[config.mk]
export PLATFORM = sky130hd
export DESIGN_NAME = slip_mem_sequencer
export DESIGN_NICKNAME = d
export VERILOG_FILES = /design/src/rtl/slip_mem_sequencer.sv
export SDC_FILE = /design/constraint.sdc
export NUM_CORES = 1
export LEC_CHECK = 0
export CORE_ASPECT_RATIO = 1.4
export CORE_UTILIZATION = 46
export DETAILED_ROUTE_END_ITERATION = 8
export PLACE_DENSITY = 0.78
export SYNTH_ARGS = -nofsm -noshare
export SYNTH_HDL_FRONTEND = slang
export SYNTH_SLANG_ARGS = --single-unit
[constraint.sdc]
create_clock -name MasterClock -period 1.7 [get_ports MasterClock]
set_input_delay 0.34 -clock MasterClock [delete_from_list [all_inputs] [get_ports MasterClock]]
set_output_delay 0.34 -clock MasterClock [all_outputs]
set_load 0.05 [all_outputs]
[src/rtl/slip_mem_sequencer.sv]
// slip_mem_sequencer
//   Shares one DRAM between three bus masters (0=CPU, 1=blitter, 2=DSP).
//   Grants one access at a time in round-robin order. Generates registered
//   RAS/CAS strobes and the row/column address-mux select. Inserts a
//   CAS-before-RAS refresh every REFRESH_PERIOD cycles. This block is control
//   only; the address and data muxing that row_sel steers lives elsewhere.
//
// Ports
//   MasterClock      in   1  system clock, rising edge
//   rL               in   1  asynchronous active-low reset
//   req              in   3  per-master request level, held until that master's done
//   gnt              out  3  one-hot owner of the current access, 0 when idle/refreshing
//   done             out  3  one-cycle pulse to the owner in the final CAS cycle
//   ras_l            out  1  DRAM row strobe, active low
//   cas_l            out  1  DRAM column strobe, active low
//   row_sel          out  1  1 = row address, 0 = column address
//   refresh_pending  out  1  refresh due and not yet started
//   refresh_overrun  out  1  sticky: timer expired while a refresh was still pending
//
// Every output is a flop, so req has no combinational path to any pin.

module slip_mem_sequencer #(
  parameter int unsigned RAS_CYCLES     = 2,
  parameter int unsigned CAS_CYCLES     = 2,
  parameter int unsigned REFRESH_PERIOD = 64
) (
  input  logic       MasterClock,
  input  logic       rL,
  input  logic [2:0] req,
  output logic [2:0] gnt,
  output logic [2:0] done,
  output logic       ras_l,
  output logic       cas_l,
  output logic       row_sel,
  output logic       refresh_pending,
  output logic       refresh_overrun
);

  // The phase counter must hold the longest phase: refresh RAS+CAS.
  localparam int unsigned PW = (RAS_CYCLES + CAS_CYCLES > 1) ? $clog2(RAS_CYCLES + CAS_CYCLES) : 1;
  localparam int unsigned TW = $clog2(REFRESH_PERIOD);

  localparam logic [PW-1:0] P_ONE    = PW'(1);
  localparam logic [PW-1:0] P_RAS_LD = PW'(RAS_CYCLES - 1);
  localparam logic [PW-1:0] P_CAS_LD = PW'(CAS_CYCLES - 1);
  localparam logic [PW-1:0] P_REF_LD = PW'(RAS_CYCLES + CAS_CYCLES - 1);
  localparam logic [TW-1:0] T_ONE    = TW'(1);
  localparam logic [TW-1:0] T_LD     = TW'(REFRESH_PERIOD - 1);

  typedef enum logic [2:0] {
    S_IDLE,
    S_RAS,
    S_CAS,
    S_PRE,
    S_RCAS,
    S_RRAS
  } state_t;

  state_t        r_state;
  logic [PW-1:0] r_cnt;
  logic [TW-1:0] r_timer;
  logic [1:0]    r_rr;
  logic          w_expire;
  logic [1:0]    w_win_idx;
  logic [2:0]    w_win_oh;

  // The refresh timer runs freely in every state.
  assign w_expire = (r_timer == '0);

  always_ff @(posedge MasterClock or negedge rL) begin
    if (!rL) begin
      r_timer <= T_LD;
    end else if (w_expire) begin
      r_timer <= T_LD;
    end else begin
      r_timer <= r_timer - T_ONE;
    end
  end

  // Round-robin search. It starts at the master after the last winner.
  // If nothing else requests, the search falls back to r_rr itself. That
  // result is only used when |req, so the fallback only matters when
  // req[r_rr] is the sole requester.
  always_comb begin
    w_win_idx = 2'd0;
    case (r_rr)
      2'd0:    w_win_idx = req[1] ? 2'd1 : (req[2] ? 2'd2 : 2'd0);
      2'd1:    w_win_idx = req[2] ? 2'd2 : (req[0] ? 2'd0 : 2'd1);
      default: w_win_idx = req[0] ? 2'd0 : (req[1] ? 2'd1 : 2'd2);
    endcase
    w_win_oh = 3'b001 << w_win_idx;
  end

  always_ff @(posedge MasterClock or negedge rL) begin
    if (!rL) begin
      r_state         <= S_IDLE;
      r_cnt           <= '0;
      r_rr            <= 2'd2;
      gnt             <= '0;
      done            <= '0;
      ras_l           <= 1'b1;
      cas_l           <= 1'b1;
      row_sel         <= 1'b1;
      refresh_pending <= 1'b0;
      refresh_overrun <= 1'b0;
    end else begin
      done <= '0;

      if (w_expire && refresh_pending) begin
        refresh_overrun <= 1'b1;
      end

      case (r_state)
        S_IDLE: begin
          if (refresh_pending) begin
            r_state         <= S_RCAS;
            cas_l           <= 1'b0;
            row_sel         <= 1'b0;
            refresh_pending <= 1'b0;
          end else if (|req) begin
            r_state <= S_RAS;
            gnt     <= w_win_oh;
            r_rr    <= w_win_idx;
            ras_l   <= 1'b0;
            r_cnt   <= P_RAS_LD;
          end
        end

        S_RAS: begin
          if (r_cnt == '0) begin
            r_state <= S_CAS;
            cas_l   <= 1'b0;
            row_sel <= 1'b0;
            r_cnt   <= P_CAS_LD;
            // A single-cycle column phase is also the final CAS cycle.
            if (CAS_CYCLES == 1) begin
              done <= gnt;
            end
          end else begin
            r_cnt <= r_cnt - P_ONE;
          end
        end

        S_CAS: begin
          if (r_cnt == '0) begin
            r_state <= S_PRE;
            gnt     <= '0;
            ras_l   <= 1'b1;
            cas_l   <= 1'b1;
            row_sel <= 1'b1;
          end else begin
            r_cnt <= r_cnt - P_ONE;
            // done is registered, so it is loaded one cycle ahead of the
            // last column cycle.
            if (r_cnt == P_ONE) begin
              done <= gnt;
            end
          end
        end

        S_PRE: begin
          r_state <= S_IDLE;
        end

        S_RCAS: begin
          r_state <= S_RRAS;
          ras_l   <= 1'b0;
          r_cnt   <= P_REF_LD;
        end

        S_RRAS: begin
          if (r_cnt == '0) begin
            r_state <= S_PRE;
            ras_l   <= 1'b1;
            cas_l   <= 1'b1;
            row_sel <= 1'b1;
          end else begin
            r_cnt <= r_cnt - P_ONE;
          end
        end

        default: begin
          r_state <= S_IDLE;
          gnt     <= '0;
          ras_l   <= 1'b1;
          cas_l   <= 1'b1;
          row_sel <= 1'b1;
        end
      endcase

      // Placed last so that a timer expiry on the same edge as RCAS entry
      // keeps pending set.
      if (w_expire) begin
        refresh_pending <= 1'b1;
      end
    end
  end

endmodule

==> results.json <==
{
  "yosys.area.top_type_share": 0.295,
  "drv_cap": 0,
  "dp_hpwl_um": 1900,
  "arrival_ns": 1.82,
  "fmax_mhz": 624,
  "ys_top_cells_by_area": "dfrtp_1 (30%), dfstp_2 (20%), ha_1 (5.3%)",
  "cts_max_path_buffers": 2,
  "cts_setup_buffers": 0,
  "status": "finished clean",
  "switching_share": 0.407,
  "path_clk_slew_ns": 0.13,
  "pin_count": 16,
  "clockRootBuffer": "clkbuf_4",
  "cts_tree": "yes",
  "drv_slew": 0,
  "fin_util": 0.616,
  "holdBufCountCts": 0,
  "intPower_mw": 1.25,
  "num_vias": 973,
  "syn_to_final_growth_pct": 25.6,
  "vias_per_cell": 5.41,
  "clkLatencyLatePin_ns": 0.32,
  "rsz0062_at_grt": "false",
  "max_slew.worst_pin.slew_ns": 0.511,
  "wl_per_cell_um": 13.4,
  "worst_setup_path_end_kind": "flip-flop",
  "combPwrFrac": 0.487,
  "ys_ff_latch": 23,
  "postSynthCellCount": 118,
  "core-area_sq_mm": 0.00242,
  "std_cell_rows": 21,
  "setup_viol": 0,
  "die_h_um": 62.1,
  "cts-buffers-inserted": 3,
  "max_slew_margin": 0.655,
  "fin_ws_ns": 0.0967,
  "routed_wl_um": 2410,
  "grt-ovfl-total": 0,
  "min_period_ns": 1.60,
  "p_sw_uw": 856,
  "grt_max_degree": 24,
  "p_seq_frac": 0.391,
  "post-route-period-util": 0.943,
  "ff2ff_setup_slack_ns": 0.12,
  "synth_cell_types": 36,
  "die_w_um": 44.9,
  "syn_nets": 128,
  "gp_congestion": 0.795,
  "clock-sinks": 23,
  "start_util": 0.491,
  "fin_nets": 157,
  "hold_violations": 0,
  "fin_worst_skew_ns": 0.0101,
  "drc_errors": 0,
  "synth-seq-area-share": 0.495,
  "port-buffer-count": 15,
  "crit_required_ns": 1.92,
  "hp-class": "input port to asynchronous set/reset pin",
  "clockPowerShare": 0.122,
  "grt_pass1_wl_um": 3550,
  "drt_iter0_markers": 12,
  "cp_max_fo": 2,
  "drive_gt1_frac": 0.274,
  "synth_top_cell_by_area": "dfrtp_1",
  "critPathKind": "input port to flip-flop",
  "drt_first_pass_iters": 4,
  "critical_path.startpoint_type": "input port",
  "power.leakage_nw": 0.708,
  "syn_area_sq_mm": 0.00119,
  "grtUsageTotal": 0.178,
  "htreeDepth": 1,
  "ant_nets": 0,
  "die_area_sq_mm": 0.00279,
  "diodes": 0,
  "antenna_found_initial": 0,
  "synth.avg_cell_area_sq_um": 10.1,
  "cts_resized": 0,
  "synth_warnings": 0,
  "ir_drop_mv": 1.18,
  "power_density_mw_per_mm2": 1410,
  "grt_pass1_vias": 892,
  "place_ws_ns": -0.254
}
## synthesized netlist by cell type (all sizes together)
master,instances
dfrtp,14
o21ai,11
a21oi,10
dfstp,9
nand2,9
inv,8
nor2,7
and2,5
ha,5
buf,4
a22o,3
o22ai,3
nand3,2
nand3b,2
nor2b,2
nor3,2
o21a,2
o21bai,2
o22a,2
xnor2,2
a211oi,1
a21o,1
a2bb2o,1
a2bb2oi,1
a41oi,1
and3,1
and3b,1
mux2,1
nand2b,1
nor3b,1
nor4,1
nor4b,1
o211ai,1
or3,1
## layer usage
metal / wire length [um] / part of all wire / track usage / vias up
met1: 987 / 0.41 / 0.178 / 475
met3: 51 / 0.021 / 0.0260 / 6
met2: 1330 / 0.55 / 0.347 / 16
li1: - / - / - / 476
met5: 0 / 0 / 0 / -
met4: 46 / 0.019 / 0.0996 / 0
## flip-flops by register name, indices dropped and copies added, names as in the netlist
register         cells
refresh_pending      1
done                 3
gnt                  3
refresh_overrun      1
r_cnt                2
row_sel              1
r_state              3
r_rr                 2
r_timer              6
ras_l                1
## worst paths after layout
check                           start         end  depth (start not counted)
max in group asynchronous          rL  r_timer[1]                          2
min in group MasterClock   r_timer[0]  r_timer[0]                          1
hold / removal                     rL    r_cnt[1]                          2
hold reg to reg            r_timer[0]  r_timer[0]                          1
setup / recovery               req[2]    r_cnt[1]                          5
setup reg to reg             r_cnt[1]      gnt[2]                          6
## logic make-up after synthesis
logic type      count (synthesis)  share of synthesized area
compound gates                 39                      0.213
xor+xnor                        2                     0.0148
fa+ha+maj                       5                     0.0527
buf+inv                        12                     0.0443
flops                          23                      0.495
mux                             1                    0.00949
simple gates                   36                      0.171
## placed cells by master, fill, tap and decap left out, types with 4 or more instances in the layout
master,count
nor2_1,7
buf_4,21
dfrtp_1,14
inv_1,8
ha_1,5
nand2_1,9
clkdlybuf4s50_1,4
dfstp_2,9
o21ai_0,11
a21oi_1,10
and2_1,4
## worst max-delay path, stage by stage
cell,delay [ns]
clkdlybuf4s50_1,0.42
or3_4,0.39
and2_4,0.16
o211ai_2,0.17
mux2_1,0.34
## cell type report
class / count / area [sq um]
Clock buffer: 4 / 26.3
Fill cell: 222 / 927
Inverter: 8 / 30.0
Multi-Input combinational cell: 83 / 547
Sequential cell: 23 / 587
Tap cell: 34 / 42.5
Timing Repair Buffer: 28 / 258
## power by group through the flow
stage	Combinational (mW)	Sequential, mW	Clock [mW]
6_report	1.02	0.823	0.256
5_1_grt	1.12	0.843	0.282
4_1_cts	1.03	0.825	0.264
3_5_place_dp	1.03	0.832	0
3_3_place_gp	0.994	0.827	0
2_1_floorplan	0.540	0.925	0
## through the flow
step                      cell area [sq um]  hold slack, ns  TNS [ns]  cells  power (mW)
after detailed placement               1460           0.463    -0.571    176        1.86
after global placement                 1460           0.446    -0.371    176        1.82
final                                  1490           0.355         0    180        2.10
after floorplan                        1190          0.0444         0    118        1.47
after CTS                              1490           0.355         0    180        2.12
after global routing                   1490           0.363         0    180        2.24
No activity file was read; power rests on OpenSTA's default activity.
